## config.mk

```make
export PLATFORM = sky130hd
export DESIGN_NAME = exu_fpu_wb_ctl
export DESIGN_NICKNAME = d
export VERILOG_FILES = /design/src/rtl/exu_fpu_wb_ctl.sv
export SDC_FILE = /design/constraint.sdc
export NUM_CORES = 1
export LEC_CHECK = 0
export CORE_MARGIN = 8
export CORE_UTILIZATION = 30
export DETAILED_ROUTE_END_ITERATION = 6
export GPL_TIMING_DRIVEN = 1
export PLACE_DENSITY_LB_ADDON = 0.1
export SYNTH_ARGS = -nofsm -noshare
export SYNTH_HDL_FRONTEND = slang
export SYNTH_SLANG_ARGS = --single-unit
export TNS_END_PERCENT = 50
```

## constraint.sdc

```tcl
create_clock -name clk -period 10.63 [get_ports clk]
set_clock_uncertainty 0.1 [all_clocks]
set_input_delay 2.126 -clock clk [delete_from_list [all_inputs] [get_ports clk]]
set_output_delay 2.126 -clock clk [all_outputs]
set_load 0.02 [all_outputs]
```

## src/rtl/exu_fpu_wb_ctl.sv

```systemverilog
// -----------------------------------------------------------------------------
// exu_fpu_wb_ctl
//
// Writeback control for the FPU execute path.
//   * Buffers each finished FPU result ({rd, data, status}) in a small in-order
//     circular buffer and presents the head entry on the FP register-file write
//     port using a valid/ready handshake.
//   * Owns fcsr = {frm, fflags}. It accrues exception flags as results are
//     written back, serves CSR reads and writes, and drives frm back to the
//     issue side.
//
// Configuration macro: FPU_WB_BYPASS_EN
//   If this macro is defined, a result that finishes while the buffer is empty
//   goes straight to the write port in the same cycle. If the port is granted,
//   the result is never pushed into the buffer.
//   If it is undefined, every result goes through the buffer, and wb_* is
//   driven from registered state only.
//
// Parameters:
//   DEPTH - number of buffer entries (power of two, >= 2)
//   FLEN  - result data width
//   RD_W  - destination register address width
//
// Ports:
//   clk, rst           - clock; synchronous active-high reset
//   fpu_finish/result/status/rd - result coming from the FPU
//   flush_lower        - discard every buffered result
//   wb_valid/ready/addr/data    - FP register-file write port
//   buf_full           - buffer cannot accept a push (FPU issue stalls)
//   ovf_err            - sticky: a finish was dropped because the buffer was full
//   csr_wen/addr/wdata - CSR write strobe, address and data
//   csr_rdata          - CSR read data (combinational)
//   frm, fflags        - current fcsr fields
// -----------------------------------------------------------------------------
module exu_fpu_wb_ctl #(
    parameter int DEPTH = 2,
    parameter int FLEN  = 32,
    parameter int RD_W  = 5
) (
    input  logic            clk,
    input  logic            rst,
    input  logic            fpu_finish,
    input  logic [FLEN-1:0] fpu_result,
    input  logic [4:0]      fpu_status,
    input  logic [RD_W-1:0] fpu_rd,
    input  logic            flush_lower,
    input  logic            wb_ready,
    output logic            wb_valid,
    output logic [RD_W-1:0] wb_addr,
    output logic [FLEN-1:0] wb_data,
    output logic            buf_full,
    output logic            ovf_err,
    input  logic            csr_wen,
    input  logic [11:0]     csr_addr,
    input  logic [31:0]     csr_wdata,
    output logic [31:0]     csr_rdata,
    output logic [2:0]      frm,
    output logic [4:0]      fflags
);

    localparam int PTR_W = $clog2(DEPTH);
    localparam int CNT_W = $clog2(DEPTH + 1);

    localparam logic [11:0] CSR_FFLAGS = 12'h001;
    localparam logic [11:0] CSR_FRM    = 12'h002;
    localparam logic [11:0] CSR_FCSR   = 12'h003;

    typedef struct packed {
        logic [RD_W-1:0] rd;
        logic [FLEN-1:0] data;
        logic [4:0]      status;
    } entry_t;

    entry_t             mem_q [DEPTH];
    logic [PTR_W-1:0]   wr_ptr_q, wr_ptr_d;
    logic [PTR_W-1:0]   rd_ptr_q, rd_ptr_d;
    logic [CNT_W-1:0]   count_q, count_d;
    logic               ovf_q, ovf_d;
    logic [4:0]         fflags_q, fflags_d;
    logic [2:0]         frm_q, frm_d;

    entry_t             head;
    entry_t             push_entry;
    logic               buf_valid;
    logic               full;
    logic               pop_buf;
    logic               push;
    logic               drop;
    logic               byp_hit;
    logic               byp_take;
    logic [4:0]         accrue;
    logic               wr_fflags;
    logic               wr_frm;
    logic               wr_fcsr;

    // ------------------------------------------------------------------
    // Buffer control and handshake
    // ------------------------------------------------------------------
    always_comb begin
        // NOTE: give every always_comb output a default value first, so that no path can leave it unassigned and infer a latch.
        head       = mem_q[rd_ptr_q];
        push_entry = '{rd: fpu_rd, data: fpu_result, status: fpu_status};
        buf_valid  = (count_q != '0);
        full       = (count_q == CNT_W'(DEPTH));
        pop_buf    = buf_valid & wb_ready;

`ifdef FPU_WB_BYPASS_EN
        // Bypass is only possible when nothing older is waiting, so FIFO order holds.
        byp_hit  = fpu_finish & ~flush_lower & ~buf_valid;
        byp_take = byp_hit & wb_ready;
`else
        byp_hit  = 1'b0;
        byp_take = 1'b0;
`endif

        // When a pop happens in the same cycle, the slot it frees can take a push even if the buffer is full.
        push = fpu_finish & ~flush_lower & (~full | pop_buf) & ~byp_take;
        drop = fpu_finish & ~flush_lower & full & ~pop_buf;

        // Only results that actually reach the register file contribute flags.
        accrue = 5'b0;
        if (pop_buf) begin
            accrue = head.status;
        end else if (byp_take) begin
            accrue = fpu_status;
        end

        wr_ptr_d = wr_ptr_q;
        rd_ptr_d = rd_ptr_q;
        count_d  = count_q;
        if (flush_lower) begin
            wr_ptr_d = '0;
            rd_ptr_d = '0;
            count_d  = '0;
        end else begin
            if (push) begin
                wr_ptr_d = wr_ptr_q + PTR_W'(1);
            end
            if (pop_buf) begin
                rd_ptr_d = rd_ptr_q + PTR_W'(1);
            end
            case ({push, pop_buf})
                2'b10:   count_d = count_q + CNT_W'(1);
                2'b01:   count_d = count_q - CNT_W'(1);
                default: count_d = count_q;
            endcase
        end

        ovf_d = ovf_q | drop;
    end

    // ------------------------------------------------------------------
    // fcsr update
    // ------------------------------------------------------------------
    always_comb begin
        wr_fflags = csr_wen & (csr_addr == CSR_FFLAGS);
        wr_frm    = csr_wen & (csr_addr == CSR_FRM);
        wr_fcsr   = csr_wen & (csr_addr == CSR_FCSR);

        // OR the flags of the write that happens in this same cycle into the CSR write value, so no exception is lost.
        fflags_d = fflags_q;
        if (wr_fflags | wr_fcsr) begin
            fflags_d = csr_wdata[4:0];
        end
        fflags_d = fflags_d | accrue;

        frm_d = frm_q;
        if (wr_frm) begin
            frm_d = csr_wdata[2:0];
        end else if (wr_fcsr) begin
            frm_d = csr_wdata[7:5];
        end
    end

    always_ff @(posedge clk) begin
        // NOTE: sequential state uses non-blocking assignments, so every register samples the values from before the edge.
        if (rst) begin
            wr_ptr_q <= '0;
            rd_ptr_q <= '0;
            count_q  <= '0;
            ovf_q    <= 1'b0;
            fflags_q <= 5'b0;
            frm_q    <= 3'b0;
        end else begin
            wr_ptr_q <= wr_ptr_d;
            rd_ptr_q <= rd_ptr_d;
            count_q  <= count_d;
            ovf_q    <= ovf_d;
            fflags_q <= fflags_d;
            frm_q    <= frm_d;
        end
    end

    // NOTE: the entry storage is not reset. An entry is read only when count says it is valid, and the outputs are gated on that.
    always_ff @(posedge clk) begin
        if (push) begin
            mem_q[wr_ptr_q] <= push_entry;
        end
    end

    // ------------------------------------------------------------------
    // Outputs
    // ------------------------------------------------------------------
    always_comb begin
        wb_valid = buf_valid | byp_hit;
        wb_addr  = '0;
        wb_data  = '0;
        if (buf_valid) begin
            wb_addr = head.rd;
            wb_data = head.data;
        end else if (byp_hit) begin
            wb_addr = fpu_rd;
            wb_data = fpu_result;
        end

        unique case (csr_addr)
            CSR_FFLAGS: csr_rdata = {27'b0, fflags_q};
            CSR_FRM:    csr_rdata = {29'b0, frm_q};
            CSR_FCSR:   csr_rdata = {24'b0, frm_q, fflags_q};
            default:    csr_rdata = 32'b0;
        endcase
    end

    assign buf_full = full;
    assign ovf_err  = ovf_q;
    assign frm      = frm_q;
    assign fflags   = fflags_q;

endmodule
```

==> results of run 1 <==
[critical path: cells and delay by family]
| family | cells | cell delay, ps |
|---|---|---|
| buffers and inverters | 2 | 1000 |
| AND/OR/NAND/NOR | 3 | 1450 |
[registers in the layout, indices dropped and copies added, names as in the netlist, named ones only]
signal,flops
count_q,2
fflags,5
frm,3
mem_q,84
ovf_err,1
rd_ptr_q,1
wr_ptr_q,1
[through the flow]
stage	worst slack, ps	utilization, %	power (µW)	cells	cell area (µm²)
3_3_place_gp	3830	40.0	521	592	5490
3_5_place_dp	3830	40.0	522	592	5490
4_1_cts	3840	42.2	845	608	5790
6_report	3840	42.2	833	608	5790
2_1_floorplan	4840	-	482	327	4250
5_1_grt	3710	42.2	865	608	5790
[worst max path at each step]
stage,slack (ps),start,depth (start not counted),end
detailed placement,3830,csr_addr[5],5,csr_rdata[6]
finish,3840,csr_addr[5],5,csr_rdata[6]
global route,3710,csr_addr[5],5,csr_rdata[5]
CTS,3840,csr_addr[5],5,csr_rdata[6]
global placement,3830,csr_addr[5],5,csr_rdata[6]
floorplan,4840,csr_addr[9],4,csr_rdata[0]
[synth_stat cells (2+ instances only)]
library cell  number
and3_1             2
xnor2_1            2
nor2b_1            4
a31oi_1            6
edfxtp_1          84
inv_1              4
nand3b_1           3
buf_4             24
dfxtp_1           14
a21oi_1            5
clkbuf_1          10
buf_2              5
nor2_1            46
and4_1             3
or4_4              2
or2_2              3
o41ai_1            5
nand3_1            5
mux2i_1           40
nand2_1           10
mux2_2             8
or3_1              3
or4_1              6
o21ai_0            2
[layer usage]
| layer | vias up | share of wire (%) | track usage (%) |
|---|---|---|---|
| met5 | - | 0 | 0 |
| met1 | 1285 | 42 | 12.6 |
| met4 | 0 | 2.1 | 5.80 |
| met2 | 99 | 46 | 17.4 |
| met3 | 12 | 9.6 | 4.45 |
| li1 | 1298 | - | - |
[layout make-up]
type | count | area, µm²
Clock buffer | 9 | 225
Clock inverter | 7 | 70.1
Fill cell | 1306 | 7930
Inverter | 4 | 15.0
Multi-Input combinational cell | 185 | 1200
Sequential cell | 98 | 2800
Tap cell | 180 | 225
Timing Repair Buffer | 125 | 1250
[cell families after synthesis]
logic type / Yosys count / share of synthesized area [%]
AO/OA/AOI/OAI: 19 / 2.97
adder cells (fa/ha/maj): 1 / 0.300
buffers and inverters: 44 / 6.28
other: 1 / 0.0900
flip-flops: 98 / 67.3
XOR/XNOR: 3 / 0.631
AND/OR/NAND/NOR: 90 / 10.7
multiplexers: 48 / 11.8
[power breakdown]
group          switching, µW  total [µW]  internal (µW)
logic                   41.7        81.1           39.4
registers               3.30         431            428
clock network            139         321            181
total                    184         833            649
==> summary.txt, run 1 <==
Synth
  • #FFs+latches synth: a little under 100
  • Main flop type after synthesis: edfxtp_1
  • Syn avg cell area: between 10 and 15 µm²
  • Post-Syn Area: 4170 µm²
  • Yosys warnings: 0
  • Gate Count Post-Synth: 304
  • Top-area cell type share of the netlist area: a little over 60%
  • Number of enable flip-flop cells after synthesis: 84
  • Largest area contributor in the netlist: edfxtp_1
  • Share of the yosys chip area belonging to registers: 67.3%
  • Asr flop ratio synth: 0%
  • Ranking of synthesized cells by area: edfxtp_1, mux2i_1, dfxtp_1, buf_4, nor2_1
  • Yosys cell types: 32

Worst setup path
  • Critical Path RT: 8400 ps
  • R2r setup slk: roughly 8400 ps
  • Worst r2r src: count_q[0]
  • Max stage delay cell, worst path: or4_1
  • Class of the most critical setup path: in2out
  • Crit path DAT: 4560 ps
  • CP cell instances: clkdlybuf4s50_1 > or4_1 > nor3_1 > and4_1 > clkdlybuf4s50_1
  • Crit-path max FO: 13
  • Worst r2r dst: mem_q[0][21]
  • Cell mode on critical path: clkdlybuf4s50_1
  • Crit end category: output port
  • Startpoint types: input port
  • Worst stage delay on the critical path: 740 ps
  • R2r worst-path depth: 3

STA
  • Slew headroom: around a third
  • Setup TNS: 0 ps
  • RSZ-0062 raised after global routing: no
  • Final min period: between 6000 and 7000 ps
  • Count of final max-slew check failures: 0
  • Worst slew pin tran: about 1000 ps
  • Fmax: between 0.1 and 0.15 GHz
  • Final hold slack: approximately 370 ps
  • Final period util: 63.9%
  • Final hold violation count: 0
  • Final setup vio count: 0

Place
  • Post-DP HPWL: approximately 6.6 mm
  • IO Port Bufs: 123
  • GP Congestion: 0.688

Detailed routing
  • Drt wl/cell: around 16 µm
  • # DRC: 0
  • Final wirelength: 9.86 mm
  • Routed vias/inst: between 4 and 5
  • Via count: between 2000 and 3000
  • Drt first pass iters: 4
  • Antenna Nets Post-Route: 0
  • Number of DRC markers in iteration 0: about 140

Finish
  • Most common cell after layout, fill and taps aside: clkdlybuf4s50_1
  • Antenna diodes: 0
  • Layout cells sized above 1: 7.71%
  • Area growth from synthesis to layout: 38.9%
  • # nets final: between 500 and 600
  • Commonest cells after routing, fill and taps aside: clkdlybuf4s50_1, edfxtp_1, nor2_1

Clock network
  • Later-pin clock latency in the skew report: roughly 340 ps
  • Reg clk slew, reported paths: roughly 70 ps
  • CTS buffer count: 9
  • Root Buffer: clkbuf_16
  • CTS Buffer Depth: 2
  • CTS tree: yes
  • Htree depth: 3
  • Postcts setup bufs: 0
  • Clk sinks: 98
  • Post_cts resized: 0
  • Hold_buf cts: 0

Floorplanning
  • Die width: between 100 and 150 µm
  • Std cell rows: 43
  • I/O pin cnt: 172
  • CORE AREA: between 10000 and 15000 µm²
  • Initial Util: between 30% and 40%
  • Chip height: ~130 µm
  • Die area: roughly 18000 µm²

Hold path
  • Hold Path Origin: ovf_err
  • Hold Path Stages: 2
  • Hold WC Path Type: reg2reg
  • Hold EP: ovf_err

Global routing
  • First-pass GRT wire length: between 15 and 20 mm
  • Number of global-route vias before repair: about 2800
  • Overflow after GRT: 0
  • Largest net degree at the start of global routing: 43
  • GRT Total Usage: 11.0%
  • Antenna violations before repair: 0

Pwr
  • Power density over the cells: 144 nW/µm²
  • VDD IR max: ~66 µV
  • LEAKAGE: between 0.0015 and 0.002 µW

Job
  • MaxCap Viol Count: 0

Status
  • Status: finished, final reports clean
No activity file was read; power rests on OpenSTA's default activity.
==> inputs of run 2 (changes only) <==
==> constraint.sdc (replaced) <==
create_clock -name clk -period 5.7 [get_ports clk]
set_clock_uncertainty 0.1 [all_clocks]
set_input_delay 1.14 -clock clk [delete_from_list [all_inputs] [get_ports clk]]
set_output_delay 1.14 -clock clk [all_outputs]
set_load 0.02 [all_outputs]
==> run 2 against run 1 <==
  * Non-clock buffer count is the same
  * Register-to-register slack lost 5100 ps
  * Wire length shrank 0.27%
  * Clock power grew 88%
  * Flip-flop and latch count is the same
  * Critical path depth is the same
  * Via count shrank 0.11%
  * Design area is the same
  * Critical path type unchanged
  * Sequential share of layout area is the same
==> summary.txt, run 2 (synthesis gave the netlist of run 1 again) <==
Global routing
  • Gr busiest metal: met2
  • Number of global-route vias before repair: 2896
  • Largest net degree at the start of global routing: 43
  • First-pass GRT wire length: 15.3 mm
  • Overflow after GRT: 0
  • GRT Total Usage: 11.1%
  • GRT met1 Usage: 12.2%
  • GR Util met2: roughly 18%
  • Met3 usage: 5.42%
  • Antenna violations before repair: 0

Floorplanning
  • Std cell rows: 43
  • CORE AREA: approximately 14000 µm²
  • Chip height: about 130 µm
  • Die width: about 130 µm
  • Initial Util: ~30%
  • I/O pin cnt: between 150 and 200
  • Die area: between 15000 and 20000 µm²

Clock network
  • Postcts setup bufs: 0
  • Clk sinks: 98
  • Post_cts resized: 0
  • CTS Buffer Depth: 2
  • Htree depth: 3
  • Reg clk slew, reported paths: about 70 ps
  • Hold_buf cts: 0
  • Root Buffer: clkbuf_16
  • CTS tree: yes
  • CTS buffer count: 9
  • Later-pin clock latency in the skew report: 340 ps

Worst setup path
  • Critical Path RT: between 4000 and 5000 ps
  • R2r worst-path depth: 4
  • Crit-path max FO: 13
  • End of the critical path: csr_rdata[5]
  • Worst Setup SP: csr_addr[5]
  • Crit end category: output port
  • Class of the most critical setup path: in2out
  • Worst r2r src: count_q[0]
  • Startpoint types: input port
  • R2r setup slk: roughly 3300 ps
  • Worst r2r dst: mem_q[1][32]
  • Crit path DAT: around 3600 ps

STA
  • Count of final max-slew check failures: 0
  • Fmax: 0.209 GHz
  • Worst slew pin tran: between 1000 and 1500 ps
  • Final setup vio count: 0
  • Slew headroom: between 20 and 25%
  • RSZ-0062 raised after global routing: no
  • Setup TNS: 0 ps
  • Setup ws final: just over 900 ps
  • Final min period: roughly 4800 ps
  • Final period util: between 80% and 90%
  • Final hold violation count: 0

Detailed routing
  • Via count: 2691
  • Drt wl/cell: roughly 16 µm
  • Number of DRC markers in iteration 0: about 140
  • Routed vias/inst: between 4 and 5
  • Final wirelength: 9.83 mm
  • Drt first pass iters: 4
  • Antenna Nets Post-Route: 0
  • # DRC: 0

Place
  • Setup WS pre-CTS: 856 ps
  • Area after DPL: about 5500 µm²
  • Placed Cells: just under 600
  • GP Congestion: 0.679
  • Post-DP HPWL: about 6.6 mm
  • IO Port Bufs: ~120

Pwr
  • LEAKAGE: 0.00188 µW
  • Power density over the cells: between 200 and 300 nW/µm²
  • Pwr Total: approximately 1600 µW
  • P_int: 1210 µW
  • Clk pwr share: 38.8%
  • Sw Ratio: between 20% and 30%
  • Comb pwr share: 9.6%
  • VDD IR max: around 160 µV
  • NetSw: 348 µW
  • Reg power frac: about half

Finish
  • Area growth from synthesis to layout: 38.9%
  • Finished Cell Area: 5790 µm²
  • Most common cell after layout, fill and taps aside: clkdlybuf4s50_1
  • Layout cells sized above 1: around 8%
  • Footprint of the multi-input gates: between 1000 and 1500 µm²
  • Non-filler instance count after layout: about 610
  • Max FFs per register: 84
  • Fillcell total: about 1300
  • Largest Register: mem_q
  • Antenna diodes: 0
  • Commonest cells after routing, fill and taps aside: clkdlybuf4s50_1, edfxtp_1, nor2_1
  • # nets final: about 520
  • Register area: 2800 µm²

Status
  • Status: finished, final reports clean

Job
  • MaxCap Viol Count: 0

Hold path
  • Hold WC Path Type: reg2reg
run 2: changes by cell type in the layout (fill, tap and decap cells not counted):
cell and change:
clkinv_1 -2, clkinv_2 +1, clkinv_4 -2, clkinvlp_4 +1, clkbuf_1 +1, inv_6 +1
run 2: metrics by stage:
step | util [%] | hold WS (ps)
floorplan | - | 361
global placement | 40.0 | 356
detailed placement | 40.0 | 369
CTS | 42.2 | 385
global route | 42.2 | 422
finish | 42.2 | 378
run 2: final cells by class:
| cell class | count | share of cell area, % |
|---|---|---|
| flip-flops and latches | 98 | 48.4 |
| repair buffers | 125 | 21.5 |
| multi-input cells | 185 | 20.8 |
| clock buffers | 10 | 3.96 |
| well taps | 180 | 3.89 |
| clock inverters | 6 | 1.15 |
| inverters | 4 | 0.259 |
run 2: power by group through the flow:
stage	Sequential, µW	Combinational, µW	Clock (µW)
2_1_floorplan	819	79.8	0
3_3_place_gp	821	151	0
3_5_place_dp	821	152	0
4_1_cts	805	153	623
5_1_grt	807	163	656
6_report	805	150	605
run 2: how the worst min path moves through the flow:
stage                        start  endpoint  cells after the start
after CTS                  ovf_err   ovf_err                      2
after global routing       ovf_err   ovf_err                      2
after global placement     ovf_err   ovf_err                      2
final                      ovf_err   ovf_err                      2
after floorplan           wr_ptr_q  wr_ptr_q                      2
after detailed placement   ovf_err   ovf_err                      2
run 2: metal layers:
metal / share of wire [%] / vias to the layer above
met1: 40 / 1281
li1: - / 1302
met3: 10 / 9
met5: 0 / -
met2: 48 / 99
met4: 1.5 / 0
run 2: critical path, stage by stage:
cell             delay [ps]
clkdlybuf4s50_1         390
or4_1                   730
nor3_1                  430
and4_1                  250
clkdlybuf4s50_1         610
==> inputs of run 3 (changes only) <==
==> constraint.sdc (replaced) <==
create_clock -name clk -period 3.9 [get_ports clk]
set_clock_uncertainty 0.1 [all_clocks]
set_input_delay 0.78 -clock clk [delete_from_list [all_inputs] [get_ports clk]]
set_output_delay 0.78 -clock clk [all_outputs]
set_load 0.02 [all_outputs]
==> run 3 against run 2 <==
  * Via count increased by 1.2%
  * Total power increased by 50%
  * First-iteration DRC count decreased by 22%
  * Design area increased by 2.4%
  * Critical path type unchanged
  * Highest routed layer unchanged
==> summary.txt, run 3 (synthesis gave the netlist of run 1 again) <==
Status
  • Status: finished, final reports clean

Global routing
  • GRT Total Usage: 11.1%
  • Antenna violations before repair: 0
  • Largest net degree at the start of global routing: 42
  • Number of global-route vias before repair: about 2900
  • Overflow after GRT: 0
  • First-pass GRT wire length: roughly 15 mm

Finish
  • Finished Cell Area: 5930 µm²
  • # nets final: roughly 520
  • Largest Register: mem_q
  • Most common cell after layout, fill and taps aside: clkdlybuf4s50_1
  • Layout cells sized above 1: 9.86%
  • Commonest cells after routing, fill and taps aside: clkdlybuf4s50_1, edfxtp_1, nor2_1
  • Non-filler instance count after layout: around 620
  • Area growth from synthesis to layout: 42.3%
  • Antenna diodes: 0
  • Max FFs per register: 84
  • Fillcell total: roughly 1300

Floorplanning
  • I/O pin cnt: 172
  • Die area: approximately 18000 µm²
  • Chip height: between 100 and 150 µm
  • CORE AREA: 13700 µm²
  • Initial Util: a little under a third
  • Std cell rows: 43
  • Die width: approximately 130 µm

Pwr
  • LEAKAGE: between 0.002 and 0.0025 µW
  • Power density over the cells: between 300 and 400 nW/µm²
  • VDD IR max: about 210 µV

Place
  • GP Congestion: about 0.70
  • Post-DP HPWL: 6.89 mm
  • IO Port Bufs: approximately 120
  • Area after DPL: around 5600 µm²
  • Placed Cells: 600

Worst setup path
  • Worst stage delay on the critical path: 600 ps
  • Crit-path max FO: 6
  • R2r worst-path depth: 4
  • Class of the most critical setup path: in2out
  • Top delay family on crit path: buffers and inverters
  • Critical Path RT: a little over 3000 ps
  • R2r setup slk: between 1500 and 2000 ps
  • WP buf/inv: 3
  • Worst r2r src: count_q[0]
  • Worst Setup SP: csr_addr[9]
  • Crit path DAT: ~2900 ps
  • Cell mode on critical path: clkdlybuf4s50_1
  • Worst r2r dst: mem_q[1][30]
  • CP cell instances: clkdlybuf4s50_1 > or4_4 > nor3_2 > buf_4 > and4_1 > clkdlybuf4s50_1
  • Max stage delay cell, worst path: clkdlybuf4s50_1
  • Startpoint types: input port
  • Crit end category: output port

STA
  • Count of final max-slew check failures: 0
  • Fmax: 0.264 GHz
  • Worst slew pin tran: between 600 and 700 ps
  • Slew headroom: between 50% and 60%
  • Final min period: between 3000 and 4000 ps
  • RSZ-0062 raised after global routing: no
  • Final hold violation count: 0
  • Final period util: about 97%
  • Final hold slack: roughly 370 ps
  • Final setup vio count: 0

Job
  • MaxCap Viol Count: 0

Detailed routing
  • Drt first pass iters: 5
  • Via count: around 2700
  • Antenna Nets Post-Route: 0
  • Routed vias/inst: 4.42
  • Number of DRC markers in iteration 0: 108
  • Final wirelength: 9.89 mm
  • # DRC: 0
  • Drt wl/cell: ~16 µm

Clock network
  • Later-pin clock latency in the skew report: roughly 340 ps
  • Root Buffer: clkbuf_16
  • CTS tree: yes
  • CTS buffer count: 9
  • CTS Buffer Depth: 2
  • Clk sinks: 98
  • Htree depth: 3
  • Reg clk slew, reported paths: approximately 60 ps
  • Postcts setup bufs: 0
  • Hold_buf cts: 0

Hold path
  • Hold EP: ovf_err
  • Hold Path Origin: ovf_err
  • Hold Path Stages: 2
  • Hold WC Path Type: reg2reg
[run 3: worst min-delay path, cell delays in order (launching register included)]
cell and delay (ps):
dfxtp_1 330, a31oi_1 40, nor2_1 70
[run 3: stage by stage]
step,utilization (%),setup slack [ps],power [µW],setup TNS [ps]
finish,43.2,107,2340,0
global route,43.2,22.4,2430,0
CTS,43.1,10.2,2380,0
detailed placement,40.8,-40.5,1430,-76.5
global placement,40.8,-19.2,1430,-39.6
floorplan,-,379,1310,0
[run 3: what timing repair did]
item                                    CTS  global route
endpoints found under the setup margin    3             6
resized for setup                         1             5
pin swaps                                 0             0
hold endpoints to repair                  0             0
[run 3: worst max path at each step]
stage                   end  slack, ps  depth (start not counted)
2_1_floorplan   mem_q[1][0]        380                          3
3_3_place_gp   csr_rdata[6]        -20                          6
3_5_place_dp   csr_rdata[5]        -40                          6
4_1_cts        csr_rdata[2]         10                          5
5_1_grt        csr_rdata[6]         20                          6
6_report       csr_rdata[6]        110                          6
[run 3: final cells by class]
type                            instances  area [µm²]  share of cell area, %
Tap cell                              180         225                   3.80
Sequential cell                        98        2800                   47.3
Timing Repair Buffer                  133        1350                   22.8
Multi-Input combinational cell        185        1210                   20.5
Clock inverter                          7        92.6                   1.56
Inverter                                4        15.0                  0.253
Clock buffer                            9         225                   3.80
[run 3: power breakdown]
part / switching [µW] / total (µW) / leakage [µW] / internal, µW
Clock: 376 / 936 / 0.000151 / 561
Sequential: 7.65 / 1170 / 0.000885 / 1170
Combinational: 117 / 230 / 0.000980 / 113
Total: 500 / 2340 / 0.00202 / 1840
[run 3: metal layers]
metal	share of wire (%)	up-vias	global-route usage (%)	wire, µm
met3	10	12	4.75	1010
met1	41	1290	12.2	4020
met5	0	-	0	0
met2	47	102	17.9	4690
li1	-	1320	-	-
met4	1.7	0	5.80	172
